==> config.mk <==
export PLATFORM = sky130hd
export DESIGN_NAME = branch_target_predictor_flat
export DESIGN_NICKNAME = d
export VERILOG_FILES = /design/src/rtl/branch_target_predictor_if.sv /design/src/rtl/branch_target_predictor.sv /design/src/flat_wrapper.sv
export SDC_FILE = /design/constraint.sdc
export NUM_CORES = 2
export LEC_CHECK = 0
export ABC_CLOCK_PERIOD_IN_PS = 13400
export CORE_MARGIN = 2
export CORE_UTILIZATION = 34
export DETAILED_ROUTE_END_ITERATION = 6
export GPL_TIMING_DRIVEN = 1
export HOLD_SLACK_MARGIN = 0.08
export PLACE_DENSITY_LB_ADDON = 0.25
export SLEW_MARGIN = 0
export SYNTH_ARGS = -nofsm -noshare
export SYNTH_HDL_FRONTEND = slang
export SYNTH_SLANG_ARGS = --single-unit
==> constraint.sdc <==
create_clock -name clk -period 13.4 [get_ports clk]
set_clock_uncertainty 0.15 [all_clocks]
set_input_delay 2.01 -clock clk [delete_from_list [all_inputs] [get_ports clk]]
set_output_delay 2.01 -clock clk [all_outputs]
set_load 0.02 [all_outputs]
==> src/rtl/branch_target_predictor_if.sv <==
// rtl/branch_target_predictor_if.sv - fetch lookup and EX resolution bundle for the branch target predictor
//
// Purpose: groups the fetch-side lookup signals, the EX-side resolution
// signals and the performance counter outputs of branch_target_predictor.
// Modports:
//   master - fetch/EX pipeline side: drives pc_if and ex_*, receives predictions
//   slave  - predictor side: receives pc_if and ex_*, drives predictions,
//            mispredict/fix_npc and the counters
interface branch_target_predictor_if;
  logic [31:0] pc_if;
  logic        pred_taken;
  logic [31:0] pred_npc;
  logic        ex_valid;
  logic        ex_is_br;
  logic [31:0] ex_pc;
  logic        ex_taken;
  logic [31:0] ex_target;
  logic [31:0] ex_pred_npc;
  logic        mispredict;
  logic [31:0] fix_npc;
  logic [31:0] br_cnt;
  logic [31:0] miss_cnt;

  modport master (
    output pc_if, ex_valid, ex_is_br, ex_pc, ex_taken, ex_target, ex_pred_npc,
    input  pred_taken, pred_npc, mispredict, fix_npc, br_cnt, miss_cnt
  );

  modport slave (
    input  pc_if, ex_valid, ex_is_br, ex_pc, ex_taken, ex_target, ex_pred_npc,
    output pred_taken, pred_npc, mispredict, fix_npc, br_cnt, miss_cnt
  );
endinterface

==> src/rtl/branch_target_predictor.sv <==
// rtl/branch_target_predictor.sv - direct-mapped BTB with 2-bit BHT counters for fetch next-PC prediction
//
// Purpose: looks up the fetch PC combinationally and predicts the next fetch
// PC; takes resolved conditional branches from EX to raise mispredict/fix_npc
// and to update the table one cycle later.
// Ports:
//   clk   - clock
//   rst_n - synchronous active-low reset (clears every valid bit, counters to 01)
//   bus   - branch_target_predictor_if.slave (pc_if/pred_*, ex_*/mispredict/fix_npc,
//           br_cnt/miss_cnt)
// Optional feature macro: BHT_PERF_CNT_EN enables the br_cnt/miss_cnt
// counters; without it both outputs are tied to zero.
module branch_target_predictor #(
  parameter int IDX_BITS = 6
) (
  input logic                     clk,
  input logic                     rst_n,
  branch_target_predictor_if.slave bus
);

  localparam int TAG_BITS = 30 - IDX_BITS;
  localparam int ENTRIES  = 1 << IDX_BITS;

  // Counter encoding: 00 SNT, 01 WNT, 10 WT, 11 ST; bit 1 is the prediction.
  logic [ENTRIES-1:0]  valid_q;
  logic [1:0]          cnt_q    [ENTRIES];
  logic [TAG_BITS-1:0] tag_q    [ENTRIES];
  logic [31:0]         target_q [ENTRIES];

  logic [IDX_BITS-1:0] if_idx;
  logic [TAG_BITS-1:0] if_tag;
  logic                if_hit;
  logic                pred_taken;

  logic [IDX_BITS-1:0] ex_idx;
  logic [TAG_BITS-1:0] ex_tag;
  logic                ex_hit;
  logic                upd;
  logic [31:0]         ex_seq_npc;
  logic [31:0]         actual_npc;
  logic                mispredict;

  // Fetch-side lookup; reads the pre-update table even when EX writes the same index.
  assign if_idx     = bus.pc_if[IDX_BITS+1:2];
  assign if_tag     = bus.pc_if[31:IDX_BITS+2];
  assign if_hit     = valid_q[if_idx] && (tag_q[if_idx] == if_tag);
  assign pred_taken = if_hit && cnt_q[if_idx][1];

  assign bus.pred_taken = pred_taken;
  assign bus.pred_npc   = pred_taken ? target_q[if_idx] : bus.pc_if + 32'd4;

  // EX-side resolution; rst_n gates upd so nothing is written or flushed in reset.
  assign ex_idx     = bus.ex_pc[IDX_BITS+1:2];
  assign ex_tag     = bus.ex_pc[31:IDX_BITS+2];
  assign ex_hit     = valid_q[ex_idx] && (tag_q[ex_idx] == ex_tag);
  assign upd        = bus.ex_valid && bus.ex_is_br && rst_n;
  assign ex_seq_npc = bus.ex_pc + 32'd4;
  assign actual_npc = bus.ex_taken ? bus.ex_target : ex_seq_npc;
  assign mispredict = upd && (bus.ex_pred_npc != actual_npc);

  assign bus.mispredict = mispredict;
  assign bus.fix_npc    = upd ? actual_npc : ex_seq_npc;

  // Valid bits and counters carry reset state; a single reset cycle wipes them all.
  always_ff @(posedge clk) begin
    if (!rst_n) begin
      for (int i = 0; i < ENTRIES; i++) begin
        valid_q[i] <= 1'b0;
        cnt_q[i]   <= 2'b01;
      end
    end else if (upd) begin
      if (ex_hit) begin
        if (bus.ex_taken) begin
          if (cnt_q[ex_idx] != 2'b11) cnt_q[ex_idx] <= cnt_q[ex_idx] + 2'd1;
        end else begin
          if (cnt_q[ex_idx] != 2'b00) cnt_q[ex_idx] <= cnt_q[ex_idx] - 2'd1;
        end
      end else if (bus.ex_taken) begin
        // Taken miss replaces whatever occupied the slot, starting weakly taken.
        valid_q[ex_idx] <= 1'b1;
        cnt_q[ex_idx]   <= 2'b10;
      end
    end
  end

  // Tag/target need no reset: they are only meaningful once valid is set.
  // On a taken hit the tag rewrite is a no-op, so both cases share one write.
  always_ff @(posedge clk) begin
    if (upd && bus.ex_taken) begin
      tag_q[ex_idx]    <= ex_tag;
      target_q[ex_idx] <= bus.ex_target;
    end
  end

`ifdef BHT_PERF_CNT_EN
  logic [31:0] br_cnt_q;
  logic [31:0] miss_cnt_q;

  always_ff @(posedge clk) begin
    if (!rst_n) begin
      br_cnt_q   <= 32'd0;
      miss_cnt_q <= 32'd0;
    end else begin
      if (upd)        br_cnt_q   <= br_cnt_q + 32'd1;
      if (mispredict) miss_cnt_q <= miss_cnt_q + 32'd1;
    end
  end

  assign bus.br_cnt   = br_cnt_q;
  assign bus.miss_cnt = miss_cnt_q;
`else
  assign bus.br_cnt   = 32'd0;
  assign bus.miss_cnt = 32'd0;
`endif

endmodule

==> src/flat_wrapper.sv <==
// flat-port wrapper written by rule: the top's interface ports become plain ports
module branch_target_predictor_flat 
#(
  parameter int IDX_BITS = 6
)
  (clk, rst_n, bus_pc_if, bus_ex_valid, bus_ex_is_br, bus_ex_pc, bus_ex_taken, bus_ex_target, bus_ex_pred_npc, bus_pred_taken, bus_pred_npc, bus_mispredict, bus_fix_npc, bus_br_cnt, bus_miss_cnt);
  branch_target_predictor_if bus_i ();
  input logic clk;
  input logic rst_n;
  input wire logic [$bits(bus_i.pc_if)-1:0] bus_pc_if;
  input wire logic [$bits(bus_i.ex_valid)-1:0] bus_ex_valid;
  input wire logic [$bits(bus_i.ex_is_br)-1:0] bus_ex_is_br;
  input wire logic [$bits(bus_i.ex_pc)-1:0] bus_ex_pc;
  input wire logic [$bits(bus_i.ex_taken)-1:0] bus_ex_taken;
  input wire logic [$bits(bus_i.ex_target)-1:0] bus_ex_target;
  input wire logic [$bits(bus_i.ex_pred_npc)-1:0] bus_ex_pred_npc;
  output wire logic [$bits(bus_i.pred_taken)-1:0] bus_pred_taken;
  output wire logic [$bits(bus_i.pred_npc)-1:0] bus_pred_npc;
  output wire logic [$bits(bus_i.mispredict)-1:0] bus_mispredict;
  output wire logic [$bits(bus_i.fix_npc)-1:0] bus_fix_npc;
  output wire logic [$bits(bus_i.br_cnt)-1:0] bus_br_cnt;
  output wire logic [$bits(bus_i.miss_cnt)-1:0] bus_miss_cnt;
  assign bus_i.pc_if = bus_pc_if;
  assign bus_i.ex_valid = bus_ex_valid;
  assign bus_i.ex_is_br = bus_ex_is_br;
  assign bus_i.ex_pc = bus_ex_pc;
  assign bus_i.ex_taken = bus_ex_taken;
  assign bus_i.ex_target = bus_ex_target;
  assign bus_i.ex_pred_npc = bus_ex_pred_npc;
  assign bus_pred_taken = bus_i.pred_taken;
  assign bus_pred_npc = bus_i.pred_npc;
  assign bus_mispredict = bus_i.mispredict;
  assign bus_fix_npc = bus_i.fix_npc;
  assign bus_br_cnt = bus_i.br_cnt;
  assign bus_miss_cnt = bus_i.miss_cnt;
  branch_target_predictor #(.IDX_BITS(IDX_BITS)) u_core (.clk(clk), .rst_n(rst_n), .bus(bus_i));
endmodule
== After elaboration in Yosys (flattened, before gate mapping) ==
Memories as Yosys holds them, arrays and structs flattened.
Cells that the tools add are included.

* Flip-flop bits (word level): 64
* Bits in writable memories: 3,712
* Word-level logic and storage cells: 64
* Memories kept: 3
* Bits in latches: 0
* Output and inout port bits: 130
* Bits of input ports: 133
* ROM bits: 0

* Shift-type cells: 0
* $mul: 0
* Reductions and logical operators: 11
* Div/mod/pow operators: 0
* Order comparisons: 3
* Multiplexer cells: 34
* Equal/unequal tests: 4
* Bitwise logic cells: 4
* $add $sub $neg: 4

{| class="wikitable"
|+ Memory list
! name !! words !! width !! rd ports !! clocked after Yosys merged registers in !! write ports !! RTL line !! text
|-
| u_core.target_q || 64 || 32 || 1 || 0 || 1 || branch_target_predictor.sv:28 || <nowiki>logic [31:0] target_q [ENTRIES];</nowiki>
|-
| u_core.tag_q || 64 || 24 || 2 || 0 || 1 || branch_target_predictor.sv:27 || <nowiki>logic [TAG_BITS-1:0] tag_q [ENTRIES];</nowiki>
|-
| u_core.cnt_q || 64 || 2 || 2 || 0 || 64 || branch_target_predictor.sv:26 || <nowiki>logic [1:0] cnt_q [ENTRIES];</nowiki>
|}

{| class="wikitable"
|+ Operators by type and width
! kind !! number
|-
| $mux W32 || 3
|-
| $add A32 B3 Y32 const B || 2
|-
| $or A64 B64 Y64 || 1
|-
| $eq A24 B24 Y1 || 2
|-
| $ne A32 B32 Y1 || 1
|-
| $mux W1 || 24
|-
| $lt A6 B7 Y1 const B || 2
|-
| $bmux W1 S6 || 2
|-
| $logic_and A1 B1 Y1 || 8
|-
| $demux W1 S6 || 1
|-
| $ge A6 B1 Y1 const B || 1
|-
| $mux W2 || 3
|-
| $mux W6 || 1
|-
| $reduce_and A3 Y1 || 1
|-
| $add A2 B1 Y2 const B || 1
|-
| $ne A2 B2 Y1 const B || 1
|-
| $or A1 B1 Y1 || 2
|-
| $reduce_bool A2 Y1 || 1
|-
| $reduce_or A2 Y1 || 1
|-
| $sub A2 B1 Y2 const B || 1
|-
| $not A1 Y1 || 1
|}

== Logic depth before layout (Yosys ltp) ==
An unclocked memory read counts as a cell.

* Word-level depth: 12
* Mapped depth: 20
* Depth with buffers taken out: 12

== Worst setup path after synthesis ==
Ideal clock, no wire load.

* Kind: in2out
* From: in bus_pc_if[2]
* To: out bus_pred_npc[1]
* Path buffers: 9
* Stages: 14
* Arrival: 5.641 ns
* Data required time: 11.240 ns
* Path slack: 5.599 ns
* Cell sequence: buf_4 > buf_4 > buf_2 > buf_4 > buf_4 > buf_2 > buf_2 > buf_2 > buf_2 > mux4_2 > mux4_2 > mux2i_1 > o21ai_0 > mux2_1

* Word-level cells in the longest chain between the ends: 5
* Elaborated cells between the ends (all ways): 9
* Those cells by class: eq/ne: 1; mux: 3; reduce/logical: 2; memory: 3

{| class="wikitable"
|+ Ends and longest elaborated chain
! what !! RTL line !! text
|-
| start: declaration || flat_wrapper.sv:10 || <nowiki>input wire logic [$bits(bus_i.pc_if)-1:0] bus_pc_if;</nowiki>
|-
| $mem_v2 Z64 W24 or $bmux W1 S6 (tied branches) || n/a ||
|-
| $eq A24 B24 Y1 or $mux W1 (tied branches) || branch_target_predictor.sv:46 || <nowiki>assign if_hit = valid_q[if_idx] && (tag_q[if_idx] == if_tag);</nowiki>
|-
| $logic_and A1 B1 Y1 || branch_target_predictor.sv:46 ||
|-
| $logic_and A1 B1 Y1 || branch_target_predictor.sv:47 || <nowiki>assign pred_taken = if_hit && cnt_q[if_idx][1];</nowiki>
|-
| $mux W32 (*) || branch_target_predictor.sv:50 || <nowiki>assign bus.pred_npc = pred_taken ? target_q[if_idx] : bus.pc_if + 32'd4;</nowiki>
|-
| end: declaration || flat_wrapper.sv:18 || <nowiki>output wire logic [$bits(bus_i.pred_npc)-1:0] bus_pred_npc;</nowiki>
|}

Mark *: on every way between the ends. The rest lies on a longest branch, timed or not. The select of a mux whose other input is x is not followed.

== Final worst setup path ==
* From: in bus_ex_pc[8]
* To: out bus_mispredict

* Word-level cells in the longest chain between the ends: 4

{| class="wikitable"
|+ Ends and longest elaborated chain
! what !! RTL line !! text
|-
| start: declaration || flat_wrapper.sv:13 || <nowiki>input wire logic [$bits(bus_i.ex_pc)-1:0] bus_ex_pc;</nowiki>
|-
| $add A32 B3 Y32 || branch_target_predictor.sv:57 || <nowiki>assign ex_seq_npc = bus.ex_pc + 32'd4;</nowiki>
|-
| $mux W32 || branch_target_predictor.sv:58 || <nowiki>assign actual_npc = bus.ex_taken ? bus.ex_target : ex_seq_npc;</nowiki>
|-
| $ne A32 B32 Y1 || branch_target_predictor.sv:59 || <nowiki>assign mispredict = upd && (bus.ex_pred_npc != actual_npc);</nowiki>
|-
| $logic_and A1 B1 Y1 || branch_target_predictor.sv:59 ||
|-
| end: declaration || flat_wrapper.sv:19 || <nowiki>output wire logic [$bits(bus_i.mispredict)-1:0] bus_mispredict;</nowiki>
|}

No other way between the ends.

==> out/metrics.yaml <==
outcome: "complete, but fails checks"
violations: "max-capacitance violations"
clockRootBuffer: "clkbuf_16"
via_per_inst: 6.34
cts_tree: "done"
cts.sinks: 3776
yosys.area.top_type: "edfxtp_1"
synthFlopType: "edfxtp_1"
gp_congestion: 0.905
row_count: 253
post_cts_buffers: 0
critical_path_class: "in2out"
die_h_um: 696
seqPwrFrac: 0.501
async_reset_ff_frac: 0
syn_area_per_cell_um2: 19.9
dp_hpwl_um: 365000
fin_crit_sh: 0.795
tightest_slew_ns: 1.47
num_vias: 96700
core_area_um2: 475000
first_iter_violations: 16900
ctsHtreeMaxLevel: 5
cts_max_path_buffers: 4
p_switching_mw: 6.07
final_nets: 8660
leakagePower_nw: 56.7
groute.usage.overall: 0.256
max_cap_viol_count: 1
dieArea_um2: 484000
period_needed_ns: 10.65
initial_utilization: 0.342
drt-total-wl_um: 635000
clk_pin_slew_ns: 0.06
tns_ns: 0
fp.dieW_um: 696
numCtsBuffers: 396
end_kind: "primary output"
p_int_mw: 19.9
cp.arrival_ns: 8.49
finalSetupViolCount: 0
slew_violations: 0
areaGrowthSynthToFinish_pct: 14.1
whs_ns: 0.344
rsz0062_at_grt: "false"
yosysMostFrequentCell: "edfxtp_1"
max-vdd-ir-drop_mv: 0.130
clkLatencyLatePin_ns: 1.01
grt_max_degree: 140
hold_viol_final: 0
comb_power_share: 0.074
dr.pass1.iters: 6
drive_above_1_share: 0.293
synth_seq_area_share: 0.693
yosys_warnings: 0
synth-seq-cells: 3776
synthDistinctLibCells: 89
antenna_found_initial: 57
switching_share: 0.234
synth.area.top_cells: "edfxtp_1, mux4_2, mux2i_1"
syn_area_um2: 163000
slew-limit-headroom: 0.0140
cp-start-kind: "primary input"
grt_pass1_vias: 93100
synth_common_cells: "edfxtp_1, mux4_2, nand2_1"
cts-resized-gates: 0
wl_per_cell_um: 41.6
ant_nets: 0
path_max_fanout: 70
gr-total-overflow: 0
fmax_mhz: 93.9
ctsHoldBuffers: 0
crit_required_ns: 11.24
synth_edf_count: 3712
min_path_type: "reg2reg"
drc: 0
port_buffers: 198
syn_inst: 8182
grt_pass1_wl_um: 842000
p_per_area_nw_per_um2: 140
io_pins: 263
clock_power_share: 0.425
yosys.area.top_type_share: 0.685
-- cells in the final DEF (no fill, tap or decap), types with 61 or more instances in the layout --
| cell | count |
|---|---|
| nor2_4 | 65 |
| a21oi_1 | 135 |
| nor3_1 | 73 |
| nand2_1 | 257 |
| nor2_1 | 167 |
| clkdlybuf4s50_1 | 128 |
| mux4_2 | 1345 |
| o21ai_0 | 116 |
| nand3_1 | 159 |
| clkbuf_1 | 87 |
| o21a_1 | 68 |
| clkinv_2 | 61 |
| mux2_2 | 114 |
| nor4_1 | 64 |
| clkinv_1 | 95 |
| edfxtp_1 | 3712 |
| xnor2_1 | 84 |
| conb_1 | 64 |
| dfxtp_1 | 64 |
| mux2i_1 | 130 |
| a221oi_1 | 118 |
| buf_4 | 354 |
| clkbuf_16 | 400 |
| a22oi_1 | 173 |
-- routing by layer --
metal | track usage | vias up | part of all wire
li1 | - | 35500 | -
met1 | 0.344 | 52500 | 0.38
met2 | 0.381 | 7250 | 0.44
met3 | 0.0783 | 1457 | 0.13
met4 | 0.119 | 26 | 0.055
met5 | 0.00220 | - | 0.00048
-- cells by family after synthesis --
kind of cell / share of synthesized area
compound gates: 0.0419
xor+xnor: 0.00765
fa+ha+maj: 0.000154
buf+inv: 0.0229
flops: 0.693
mux: 0.202
other cells: 0.0000231
simple gates: 0.0316
-- layout make-up --
cell class	count	area, µm²
flip-flops and latches	3776	113000
diodes	28	70.1
repair buffers	572	4810
clock buffers	492	10400
fillers	42700	290000
inverters	18	78.8
multi-input cells	3761	47100
clock inverters	231	2310
well taps	6375	7980
-- stage by stage --
step                utilization  power [mW]  std cells  setup slack [ns]  instance area [µm²]
global placement          0.363        15.1      14500              2.82               173000
finish                    0.390        25.9      15300              2.75               185000
global route              0.390        26.5      15200              2.76               185000
CTS                       0.390        26.0      15200              2.92               185000
floorplan                     -        14.3       8245              5.60               163000
detailed placement        0.363        15.1      14500              2.97               173000
-- critical path: stages --
cell and delay [ns]:
buf_2 0.08, buf_4 0.58, nand3_1 1.07, nor4_1 0.87, nand2_1 0.27, xor2_1 0.70
a21oi_1 0.19, xnor2_1 0.20, nand4_1 0.45, or4_1 0.63, nor4b_1 0.39, a21oi_1 0.38
clkdlybuf4s50_1 0.64
-- power by group through the flow --
stage               Clock [mW]  Sequential, mW  Combinational (mW)
detailed placement           0            13.3                1.87
global placement             0            13.3                1.86
finish                    11.0            13.0                1.91
floorplan                    0            13.3                1.04
CTS                       11.1            13.0                1.88
global route              11.6            13.0                1.96
-- worst paths after layout --
kind | slack [ns] | cells after the start | from | end
worst max-delay path | 2.75 | 13 | bus_ex_pc[8] | bus_mispredict
worst min-delay path | 0.34 | 1 | u_core.valid_q[0] | u_core.valid_q[0]
worst max register to register | 7.56 | 11 | u_core.tag_q[43][16] | u_core.cnt_q[58][1]
worst min register to register | 0.34 | 1 | u_core.valid_q[0] | u_core.valid_q[0]
-- sequential cells by signal (all words and copies together), names as in the netlist --
name	flops
u_core.cnt_q	128
u_core.valid_q	64
u_core.target_q	2048
u_core.tag_q	1536
(Power assumes the default switching activity.)
